### src/rtl/reg_scoreboard_pkg.sv
// Shared widths and counter-operation encoding for the register reservation scoreboard.
package reg_scoreboard_pkg;

   localparam int W_RD_DEF  = 3;
   localparam int W_CNT_DEF = 2;

   typedef enum logic [1:0] {
      OP_HOLD = 2'd0,
      OP_INC  = 2'd1,
      OP_DEC  = 2'd2
   } cnt_op_e;

   // A simultaneous inc and dec cancel; saturated or empty counters hold.
   function automatic cnt_op_e cnt_op(input logic inc, input logic dec,
                                      input logic zero, input logic full);
      cnt_op_e op;
      op = OP_HOLD;
      if (inc && !dec && !full)
         op = OP_INC;
      else if (dec && !inc && !zero)
         op = OP_DEC;
      return op;
   endfunction

endpackage

### src/rtl/reg_scoreboard_pend_counter.sv
// Outstanding-write counter for one architectural register, with saturation status and
// overflow/underflow indications for the current cycle's request.
module pend_counter
   import reg_scoreboard_pkg::*;
#(
   parameter int W_CNT = W_CNT_DEF
) (
   input  logic clk,
   input  logic reset,
   input  logic inc,
   input  logic dec,
   output logic zero_o,
   output logic full_o,
   output logic ovf_o,
   output logic unf_o
);

   localparam logic [W_CNT-1:0] MAXP = '1;

   logic [W_CNT-1:0] cnt;
   cnt_op_e          op;

   assign zero_o = (cnt == '0);
   assign full_o = (cnt == MAXP);
   assign ovf_o  = inc & ~dec & full_o;
   assign unf_o  = dec & ~inc & zero_o;

   always_comb begin
      op = cnt_op(inc, dec, zero_o, full_o);
   end

   always_ff @(posedge clk) begin
      if (!reset) begin
         cnt <= '0;
      end else begin
         case (op)
            OP_INC:  cnt <= cnt + 1'b1;
            OP_DEC:  cnt <= cnt - 1'b1;
            default: cnt <= cnt;
         endcase
      end
   end

endmodule

### src/rtl/reg_scoreboard.sv
// Register reservation scoreboard: per-register pending-write counters and a
// conservative combinational hazard check for decode.
module reg_scoreboard
   import reg_scoreboard_pkg::*;
#(
   parameter int W_RD  = W_RD_DEF,
   parameter int W_CNT = W_CNT_DEF
) (
   input  logic            clk,
   input  logic            reset,
   input  logic            chk_v_i,
   input  logic [W_RD-1:0] chk_r0_i,
   input  logic [W_RD-1:0] chk_r1_i,
   input  logic            chk_r1en_i,
   input  logic            chk_wen_i,
   output logic            reserved_o,
   input  logic            set_v_i,
   input  logic [W_RD-1:0] set_r_i,
   input  logic            clr_v_i,
   input  logic [W_RD-1:0] clr_r_i,
   output logic            busy_o,
   output logic            err_o
);

   localparam int NREG = 1 << W_RD;

   logic [NREG-1:0] inc_vec;
   logic [NREG-1:0] dec_vec;
   logic [NREG-1:0] zero_vec;
   logic [NREG-1:0] full_vec;
   logic [NREG-1:0] ovf_vec;
   logic [NREG-1:0] unf_vec;
   logic            r0_busy;
   logic            r0_full;
   logic            r1_busy;
   logic            err;

   always_comb begin
      inc_vec = '0;
      dec_vec = '0;
      for (int k = 0; k < NREG; k++) begin
         inc_vec[k] = set_v_i && (set_r_i == W_RD'(k));
         dec_vec[k] = clr_v_i && (clr_r_i == W_RD'(k));
      end
   end

   for (genvar g = 0; g < NREG; g++) begin : g_pend
      pend_counter #(
         .W_CNT (W_CNT)
      ) u_cnt (
         .clk    (clk),
         .reset  (reset),
         .inc    (inc_vec[g]),
         .dec    (dec_vec[g]),
         .zero_o (zero_vec[g]),
         .full_o (full_vec[g]),
         .ovf_o  (ovf_vec[g]),
         .unf_o  (unf_vec[g])
      );
   end

   // Hazard uses registered counts only: a same-cycle retire does not bypass.
   assign r0_busy = ~zero_vec[chk_r0_i];
   assign r0_full = full_vec[chk_r0_i];
   assign r1_busy = ~zero_vec[chk_r1_i];

   assign reserved_o = chk_v_i & (r0_busy | (chk_r1en_i & r1_busy) | (chk_wen_i & r0_full));
   assign busy_o     = ~(&zero_vec);

   always_ff @(posedge clk) begin
      if (!reset) begin
         err <= 1'b0;
      end else if ((|ovf_vec) || (|unf_vec)) begin
         err <= 1'b1;
      end
   end

   assign err_o = err;

endmodule

### config.mk
export PLATFORM = sky130hd
export DESIGN_NAME = reg_scoreboard
export DESIGN_NICKNAME = d
export VERILOG_FILES = /design/src/rtl/reg_scoreboard_pkg.sv /design/src/rtl/reg_scoreboard_pend_counter.sv /design/src/rtl/reg_scoreboard.sv
export SDC_FILE = /design/constraint.sdc
export NUM_CORES = 1
export LEC_CHECK = 0
export BUFFER_PORTS_ARGS = -buffer_cell sky130_fd_sc_hd__buf_4
export CAP_MARGIN = 20
export CORE_AREA = 2 2 68 70
export CTS_BUF_LIST = sky130_fd_sc_hd__clkbuf_8
export DETAILED_ROUTE_END_ITERATION = 8
export DIE_AREA = 0 0 70 72
export GPL_ROUTABILITY_DRIVEN = 1
export PLACE_DENSITY = 0.51
export SETUP_SLACK_MARGIN = 0.4
export SYNTH_ARGS = -nofsm -noshare
export SYNTH_HDL_FRONTEND = slang
export SYNTH_SLANG_ARGS = --single-unit
### constraint.sdc
create_clock -name clk -period 2.2 [get_ports clk]
set_clock_uncertainty 0.2 [all_clocks]
set_input_delay 0.55 -clock clk [delete_from_list [all_inputs] [get_ports clk]]
set_output_delay 0.55 -clock clk [all_outputs]
set_load 0.1 [all_outputs]
==> summary.md, run 1 <==
| Metric | Value |
|---|---|
| Post-synthesis cell count | `158` |
| Core ar. | `0.00426 sq mm` |
| Maximum clock path buffer count | `2` |
| Setup TNS | `-272 ps` |
| Synth Cell Area | `0.00126 sq mm` |
| Flops & latches, synth | `17` |
| Fin Hold WS | `308 ps` |
| CTS clock-pin slew for the worst setup and hold paths | `80 ps` |
| WL per Instance | `14.3 microns` |
| Commonest cells post-synth | `nand2_1 (22), dfxtp_1 (17), nor2_1 (15)` |
| Power share of the clock group | `29.0%` |
| Fmax | `405 MHz` |
| Psw | `0.265 mW` |
| Fin. Hold Viols | `0` |
| Largest family of logic cells by synthesized area | `simple AND/OR/NAND/NOR gates` |
| Startpoint types | `input port` |
| Synthesized net count | `177` |
| Worst-skew pair later-pin latency | `260 ps` |
| Seq/Total Area, Yosys | `27.0%` |
| IO buf count | `20` |
| Slew Limit Headroom | `75.5%` |
| Post-layout min period | `2470 ps` |
| Finish-stage setup viols | `1` |
| Cts bufs inserted | `3` |
| Switching share of power | `31.2%` |
| Sinks on Clock Net | `17` |
| Root buf cell | `clkbuf_8` |
| Gr ovfl total | `0` |
| Syn avg cell area | `7.99 sq um` |
| Placed cells | `277` |
| Vias per Instance | `5.44` |
| Least-Margin Pin Slew | `366 ps` |
| Worst Slack Setup Final | `-272 ps` |
| Initial antenna violation count | `0` |
| Peak supply drop | `0.000197 V` |
| Placer Congestion | `0.777` |
| Leading post-synthesis cells by cell area | `dfxtp_1 (27%), mux4_2 (7.1%), nand2_1 (6.5%), a21boi_0 (4.8%), and2_1 (4.5%)` |
| Dpl ws | `-366 ps` |
| CTS Hold Bufs | `0` |
| Area Overhead vs Synth | `79.6%` |
| Critical Path End Type | `primary output` |
| Combinational share of power | `33.2%` |
| Fin nets | `254` |
| Antenna-violating nets left | `0` |
| Share of cells above drive strength 1 | `55.1%` |
| # Max-Cap Violations | `0` |
| Critical path type | `in2out` |
| Count leader, synth | `nand2_1` |
| Synth top area share | `27.0%` |
| Post-synth EDFFs | `0` |
| Internal | `0.584 mW` |
| First-pass GRT wire length | `6780 microns` |
| Largest net degree at the start of global routing | `18` |
| Synth warn | `0` |
| # IOs | `22` |
| Num rows | `24` |
| Sequential share of power | `37.8%` |
| 1st-iter DRT viols | `72` |
| Post-Route WL | `4100 microns` |
| Post-Synth Simple-Gate Area | `39.2%` |
| Fraction of registers with async set/reset | `0%` |
| Htree depth | `1` |
| CTS tree | `yes` |
| Post-DP HPWL | `3140 microns` |
| Chip Height | `72 microns` |
| Hold Path Class | `reg2reg` |
| Die Wd | `70 microns` |
| Area of the die | `0.00504 sq mm` |
| Sequential Area | `353 sq um` |
| DR pass1 iterations | `4` |
| RSZ-0062 raised after global routing | `yes` |
| Synth Area in Adders | `0%` |
| Area taken by multi-input logic gates | `0.00113 sq mm` |
| DRC | `0` |
| Data required time of the worst path | `1450 ps` |
| Filler cells | `393` |
| Fin cells | `286` |
| Starting Density | `29.6%` |
| Slew Limit Fails | `0` |
| Critical path arrival | `1720 ps` |
| DR vias | `1555` |
| Failing checks | `negative setup slack` |
| Synth area leader | `dfxtp_1` |
| Compound-Gate Fraction of Synth Area | `21.9%` |
| Synth unique cells | `41` |
| Predominant post-synthesis flop cell | `dfxtp_1` |
| Post-synthesis mux area share | `10.3%` |
| Pwr Density | `375 mW/mm^2` |
| Total GRT Usage | `16.5%` |
| Antenna Cells | `0` |
| Outcome | `finished with violations` |
| Vias in the first global route | `1518` |
| LEAKAGE | `0.949 nW` |
| Post-Synth XOR/XNOR Area | `0%` |
| Final period utilization | `112%` |
| CP Max Fanout | `2` |
[final cells by class]
cell class | instances | area share, %
multi-input combinational | 136 | 49.7
timing repair buffer | 74 | 29.3
sequential | 17 | 15.6
tap | 52 | 2.87
clock buffer | 3 | 1.82
inverter | 3 | 0.497
clock inverter | 1 | 0.221
[power groups by stage]
stage | registers (mW) | logic (mW) | clock network, mW
after floorplan | 0.344 | 0.107 | 0
after detailed placement | 0.326 | 0.223 | 0
after CTS | 0.321 | 0.259 | 0.245
after global placement | 0.326 | 0.216 | 0
after global routing | 0.322 | 0.299 | 0.265
final | 0.321 | 0.282 | 0.246
[layout by cell type, fill, tap and decap left out, types with 5 or more instances in the layout]
master    count
a21boi_0      6
and2_1        7
buf_4        54
buf_6        15
dfxtp_1       7
dfxtp_2      10
nand2_1      21
nand4_1       5
nor2_2        9
o21ai_0       7
[metrics by stage]
step | total power, mW | util [%] | area (sq um)
finish | 0.849 | 53.2 | 2270
global route | 0.885 | 53.2 | 2270
CTS | 0.825 | 49.3 | 2100
detailed placement | 0.549 | 43.7 | 1860
global placement | 0.542 | 43.7 | 1860
floorplan | 0.451 | - | 1290
[logic make-up (layout without fill, tap and decap cells)]
family,Yosys count,count (layout)
AND/OR/NAND/NOR,86,86
AO/OA/AOI/OAI,42,42
flip-flops,17,17
multiplexers,8,8
buffers and inverters,5,81
[worst paths after layout]
check | slack (ps) | end | depth (start not counted) | startpoint
min reg2reg | 310 | err_o | 1 | err_o
max | -270 | reserved_o | 6 | chk_r0_i[1]
max reg2reg | 260 | err_o | 6 | g_pend[3].u_cnt.cnt[1]
min | 310 | err_o | 1 | err_o
[registers in the layout, summed over array words and instances (netlist names)]
| signal | cells |
|---|---|
| err_o | 1 |
| g_pend.u_cnt.cnt | 16 |
[what timing repair did]
item                                    4_1_cts  5_1_grt
endpoints found under the setup margin       10       10
setup buffers                                 2        3
pin swaps                                    14       20
gates resized for setup                      52       35
[worst max-delay path: stages]
cell and delay, ps:
buf_4 110, mux4_2 490, mux2i_1 200, a21oi_2 70, nor2b_4 130, buf_12 180
[routing by layer]
layer  share of wire, %  vias to the layer above  track usage [%]  wire, microns
li1                   -                      759                -              -
met1                 41                      749             19.7           1690
met2                 53                       42             31.1           2170
met3                4.8                        5             1.81            198
met4                1.1                        0             5.13             45
met5                  0                        -                0              0
No activity file was read; power rests on OpenSTA's default activity.
==> run 2: changes to the inputs <==
- CTS_CLUSTER_SIZE: default -> 16
- GPL_TIMING_DRIVEN: default -> 0
==> run 2 against run 1 <==
Effect of this change:
- the flow still finishes with violations (negative setup slack)
- sequential power down 1%
- count of clock-buffer cells in the layout did not move
- first-iteration DRC count is 32% lower
- total power down 6.2%
- largest cell class unchanged
==> summary.md, run 2 (synthesis gave the netlist of run 1 again) <==
| Metric | Value |
|---|---|
| Final period utilization | `113% (+0.62 points)` |
| Share of cells above drive strength 1 | `48.3% (-6.9 points)` |
| Sinks on Clock Net | `17 (unchanged)` |
| IO buf count | `19 (-5.0%)` |
| Cts bufs inserted | `3 (unchanged)` |
| Vias in the first global route | `1344 (-11%)` |
| WL per Instance | `15.1 microns (+5.2%)` |
| DRC | `0 (unchanged)` |
| Post-Route WL | `3820 microns (-6.9%)` |
| Fin nets | `221 (-13%)` |
| Antenna Cells | `0 (unchanged)` |
| Hold Path Class | `reg2reg` |
| Root buf cell | `clkbuf_8` |
| Design Area, Final | `0.00196 sq mm (-14%)` |
| # Max-Cap Violations | `0 (unchanged)` |
| # IOs | `22 (unchanged)` |
| Peak supply drop | `0.000163 V (-17%)` |
| CP Max Fanout | `3 (+1)` |
| First-pass GRT wire length | `6270 microns (-7.4%)` |
| Htree depth | `1 (unchanged)` |
| Critical path arrival | `1740 ps (+20 ps)` |
| Critical Path End Type | `primary output` |
| Antenna-violating nets left | `0 (unchanged)` |
| Critical path type | `reg2out` |
| Failing checks | `negative setup slack` |
| Gr ovfl total | `0 (unchanged)` |
| Finish-stage setup viols | `1 (unchanged)` |
| CTS clock-pin slew for the worst setup and hold paths | `70 ps (about the same)` |
| Setup TNS | `-286 ps (-13.7 ps)` |
| LEAKAGE | `0.756 nW (-20%)` |
| Largest net degree at the start of global routing | `11 (-7)` |
| Slew Limit Headroom | `65.5% (-10 points)` |
| Area of the die | `0.00504 sq mm (unchanged)` |
| Most common cell after layout, fill and taps aside | `buf_4` |
| Post-layout min period | `2490 ps (+13.7 ps)` |
| Top reg by flops | `g_pend.u_cnt.cnt` |
| Num rows | `24 (unchanged)` |
| Placer Congestion | `0.816 (+5.0%)` |
| Core Util, Final | `45.9% (-7.3 points)` |
| Worst-skew pair later-pin latency | `260 ps (about the same)` |
| Total Power | `0.797 mW (-6.2%)` |
| DR pass1 iterations | `4 (unchanged)` |
| Startpoint types | `flip-flop` |
| Max reg flops | `16 (unchanged)` |
| Outcome | `finished with violations` |
| Core ar. | `0.00426 sq mm (unchanged)` |
| Area Overhead vs Synth | `54.9%` |
| Maximum clock path buffer count | `2 (unchanged)` |
| Placed Instance Area | `0.00150 sq mm (-19%)` |
| Vias per Instance | `5.49 (+0.98%)` |
| Die Wd | `70 microns (unchanged)` |
| Slew Limit Fails | `0 (unchanged)` |
| CTS tree | `yes` |
| Initial antenna violation count | `0 (unchanged)` |
| 1st-iter DRT viols | `49 (-32%)` |
| RSZ-0062 raised after global routing | `yes` |
| Fin. Hold Viols | `0 (unchanged)` |
| Least-Margin Pin Slew | `518 ps (+152 ps)` |
| Starting Density | `29.6% (unchanged)` |
| Pwr Density | `407 mW/mm^2 (+8.8%)` |
| Total GRT Usage | `15.9% (-0.66 points)` |
| Data required time of the worst path | `1450 ps (about the same)` |
| Fmax | `402 MHz (-0.55%)` |
| Post-DP HPWL | `2660 microns (-15%)` |
| Worst Slack Setup Final | `-286 ps (-13.7 ps)` |
| Commonest cells after routing, fill and taps aside | `buf_4 (28), nand2_1 (21), o21ai_0 (10), dfxtp_2 (10)` |
| Dpl ws | `-353 ps (+12.7 ps)` |
| DR vias | `1389 (-11%)` |
| Chip Height | `72 microns (unchanged)` |
-- run 2: through the flow --
step,hold slack (ps),std cells
2_1_floorplan,279,158
3_3_place_gp,293,229
3_5_place_dp,307,229
4_1_cts,332,249
5_1_grt,350,253
6_report,331,253
-- run 2: power by group --
part / switching (mW) / total [mW] / internal, mW
clock: 0.114 / 0.238 / 0.124
sequential: 0.00655 / 0.317 / 0.310
combinational: 0.130 / 0.242 / 0.113
total: 0.250 / 0.797 / 0.547
-- run 2: final cells by class --
type / count / area [sq um]
Timing Repair Buffer: 39 / 369
Buffer: 2 / 15.0
Clock inverter: 1 / 3.75
Fill cell: 409 / 2310
Multi-Input combinational cell: 136 / 1070
Clock buffer: 3 / 41.3
Sequential cell: 17 / 375
Tap cell: 52 / 65.1
Inverter: 3 / 11.3
-- run 2: critical path, cell delays in order, from the launching register on --
cell	delay [ps]
dfxtp_2	350
nor2_4	50
mux4_2	460
mux2i_1	200
a21oi_2	100
nor2b_4	130
buf_12	180
-- run 2: repair_timing --
| action | CTS | global route |
|---|---|---|
| setup endpoints to repair | 5 | 9 |
| gates resized for setup | 55 | 22 |
| pin swaps | 3 | 10 |
| hold buffers | 0 | 0 |
| buffers inserted | 16 | 4 |
-- run 2: routing by layer --
metal  GRT usage, %  vias up  share of wire [%]
li1               -      696                  -
met1           19.9      660                 46
met2           28.1       28                 50
met3           1.53        5                2.6
met4           6.41        0                1.7
met5              0        -                  0
-- run 2: path summary, 6_finish.rpt --
kind,start,end,slack [ps],cells after the start
worst min-delay path,g_pend[4].u_cnt.cnt[0],g_pend[4].u_cnt.cnt[1],330,2
worst max register to register,g_pend[7].u_cnt.cnt[1],err_o,350,5
worst min register to register,g_pend[4].u_cnt.cnt[0],g_pend[4].u_cnt.cnt[1],330,2
worst max-delay path,g_pend[7].u_cnt.cnt[1],reserved_o,-290,6
==> run 3: changes to the inputs <==
- TNS_END_PERCENT: default -> 30
==> run 3 against run 2 <==
Effect of this change:
- the flow still finishes with violations (negative setup slack)
- total power down 2.0%
- non-clock buffer count down 3
- die area unchanged
- setup slack better by 57 ps
- wire length down 1.3%
- final cell count down 1.2%
- first-iteration DRC count down 14%
- utilization down 1.2 points
==> summary.md, run 3 (synthesis gave the netlist of run 1 again) <==
| Metric | Value |
|---|---|
| Outcome | `finished with violations` |
| Failing checks | `negative setup slack` |
| Largest net degree at the start of global routing | `11 (unchanged)` |
| Total GRT Usage | `14.9% (-1.0 points)` |
| Placed Instance Area | `0.00148 sq mm (-1.7%)` |
| Num rows | `24 (unchanged)` |
| Hold Path Class | `reg2reg` |
| Gr ovfl total | `0 (unchanged)` |
| Slew Limit Fails | `0 (unchanged)` |
| Antenna-violating nets left | `0 (unchanged)` |
| Core ar. | `0.00426 sq mm (unchanged)` |
| Combinational share of power | `29.7% (-0.7 points)` |
| WL per Instance | `15.1 microns (about the same)` |
| Pwr Density | `410 mW/mm^2 (+0.60%)` |
| # Max-Cap Violations | `0 (unchanged)` |
| Crit path buffers/inverters | `2 (+1)` |
| Dpl ws | `-351 ps (+1.97 ps)` |
| Placer Congestion | `0.817 (about the same)` |
| Crit-path leading delay family | `multiplexers` |
| Design Area, Final | `0.00191 sq mm (-2.6%)` |
| Critical path arrival | `1680 ps (-60 ps)` |
| Vias per Instance | `5.56 (+1.2%)` |
| DR vias | `1389 (unchanged)` |
| Root buf cell | `clkbuf_8` |
| Post-Route WL | `3770 microns (-1.3%)` |
| Switching share of power | `30.7% (-0.68 points)` |
| Slowest cell on the critical path | `mux4_2` |
| Max reg flops | `16 (unchanged)` |
| RSZ-0062 raised after global routing | `yes` |
| Psw | `0.240 mW (-4.1%)` |
| Cts bufs inserted | `3 (unchanged)` |
| LEAKAGE | `0.741 nW (-2.0%)` |
| Finish-stage setup viols | `1 (unchanged)` |
| 1st-iter DRT viols | `42 (-14%)` |
| DR pass1 iterations | `6 (+2)` |
| Worst-skew pair later-pin latency | `250 ps (about the same)` |
| Internal | `0.541 mW (-1.0%)` |
| Area of the die | `0.00504 sq mm (unchanged)` |
| Die Wd | `70 microns (unchanged)` |
| Share of cells above drive strength 1 | `44.4% (-3.8 points)` |
| Top reg by flops | `g_pend.u_cnt.cnt` |
| Post-DP HPWL | `2680 microns (+0.52%)` |
| First-pass GRT wire length | `6130 microns (-2.2%)` |
| Startpoint types | `input port` |
| Chip Height | `72 microns (unchanged)` |
| Post-layout min period | `2430 ps (-56.9 ps)` |
| Least-Margin Pin Slew | `642 ps (+124 ps)` |
| CTS clock-pin slew for the worst setup and hold paths | `70 ps (about the same)` |
| Total Power | `0.781 mW (-2.0%)` |
| Critical path type | `in2out` |
| CP Max Fanout | `2 (-1)` |
| # IOs | `22 (unchanged)` |
| Fmax | `412 MHz (+2.3%)` |
| CP max stage delay | `480 ps (+20 ps)` |
| IO buf count | `19 (unchanged)` |
| Final period utilization | `110% (-2.6 points)` |
| Commonest cells after routing, fill and taps aside | `buf_4 (29), nand2_1 (22), dfxtp_2 (11)` |
| Setup TNS | `-229 ps (+56.9 ps)` |
| Power share of the clock group | `29.7% (-0.2 points)` |
| Fin. Hold Viols | `0 (unchanged)` |
| Most common cell after layout, fill and taps aside | `buf_4` |
| Vias in the first global route | `1367 (+1.7%)` |
| Sequential share of power | `40.6% (+0.9 points)` |
| Htree depth | `1 (unchanged)` |
| Worst Slack Setup Final | `-229 ps (+56.9 ps)` |
| CP cell instances | `buf_6, mux4_2, mux2i_1, a21oi_2, nor2b_4, buf_12` |
| Fin nets | `218 (-1.4%)` |
| Antenna Cells | `0 (unchanged)` |
| Sinks on Clock Net | `17 (unchanged)` |
| CTS tree | `yes` |
| CTS Hold Bufs | `0 (unchanged)` |
| Area Overhead vs Synth | `50.9%` |
| Data required time of the worst path | `1450 ps (about the same)` |
| Slew Limit Headroom | `56.8% (-8.7 points)` |
| Critical Path End Type | `primary output` |
| Maximum clock path buffer count | `2 (unchanged)` |
| Starting Density | `29.6% (unchanged)` |
| Initial antenna violation count | `0 (unchanged)` |
| Peak supply drop | `0.000143 V (-13%)` |
| DRC | `0 (unchanged)` |
==> run 3: changes by cell type in the layout (fill, tap and decap cells not counted), sizes merged <==
cell	delta
clkbuf	+1
buf	-4
==> run 3: final timing paths <==
| kind | endpoint | cells past startpoint | startpoint | slack [ps] |
|---|---|---|---|---|
| min reg2reg | err_o | 1 | err_o | 310 |
| max | reserved_o | 6 | chk_r0_i[1] | -230 |
| max reg2reg | err_o | 5 | g_pend[7].u_cnt.cnt[1] | 340 |
| min | err_o | 1 | err_o | 310 |
==> run 3: area by class of cell <==
| type | count | area, sq um |
|---|---|---|
| fill | 434 | 2360 |
| clock inverter | 1 | 3.75 |
| clock buffer | 3 | 41.3 |
| timing repair buffer | 36 | 327 |
| buffer | 2 | 11.3 |
| inverter | 3 | 11.3 |
| tap | 52 | 65.1 |
| multi-input combinational | 136 | 1070 |
| sequential | 17 | 373 |
==> run 3: repair_timing <==
action,CTS,global route
pin swaps,8,10
buffers inserted,16,1
hold endpoints to repair,0,0
resized for setup,48,25
endpoints found under the setup margin,7,9
==> run 3: metal layers <==
metal / wire (microns) / GRT usage (%) / vias to the layer above
met3: 153 / 2.36 / 4
li1: - / - / 683
met4: 29 / 3.63 / 0
met1: 1630 / 17.9 / 663
met5: 0 / 0 / -
met2: 1950 / 27.8 / 39
==> run 3: power groups by stage <==
| stage | combinational (mW) | sequential, mW | clock (mW) |
|---|---|---|---|
| floorplan | 0.101 | 0.344 | 0 |
| global placement | 0.175 | 0.329 | 0 |
| detailed placement | 0.179 | 0.330 | 0 |
| CTS | 0.205 | 0.317 | 0.238 |
| global route | 0.246 | 0.318 | 0.254 |
| finish | 0.232 | 0.317 | 0.232 |
==> run 3: stage by stage <==
| step | instances | hold slack [ps] | utilization (%) |
|---|---|---|---|
| 2_1_floorplan | 158 | 279 | - |
| 3_3_place_gp | 229 | 291 | 34.7 |
| 3_5_place_dp | 229 | 301 | 34.7 |
| 4_1_cts | 249 | 319 | 41.6 |
| 5_1_grt | 250 | 336 | 44.7 |
| 6_report | 250 | 315 | 44.7 |
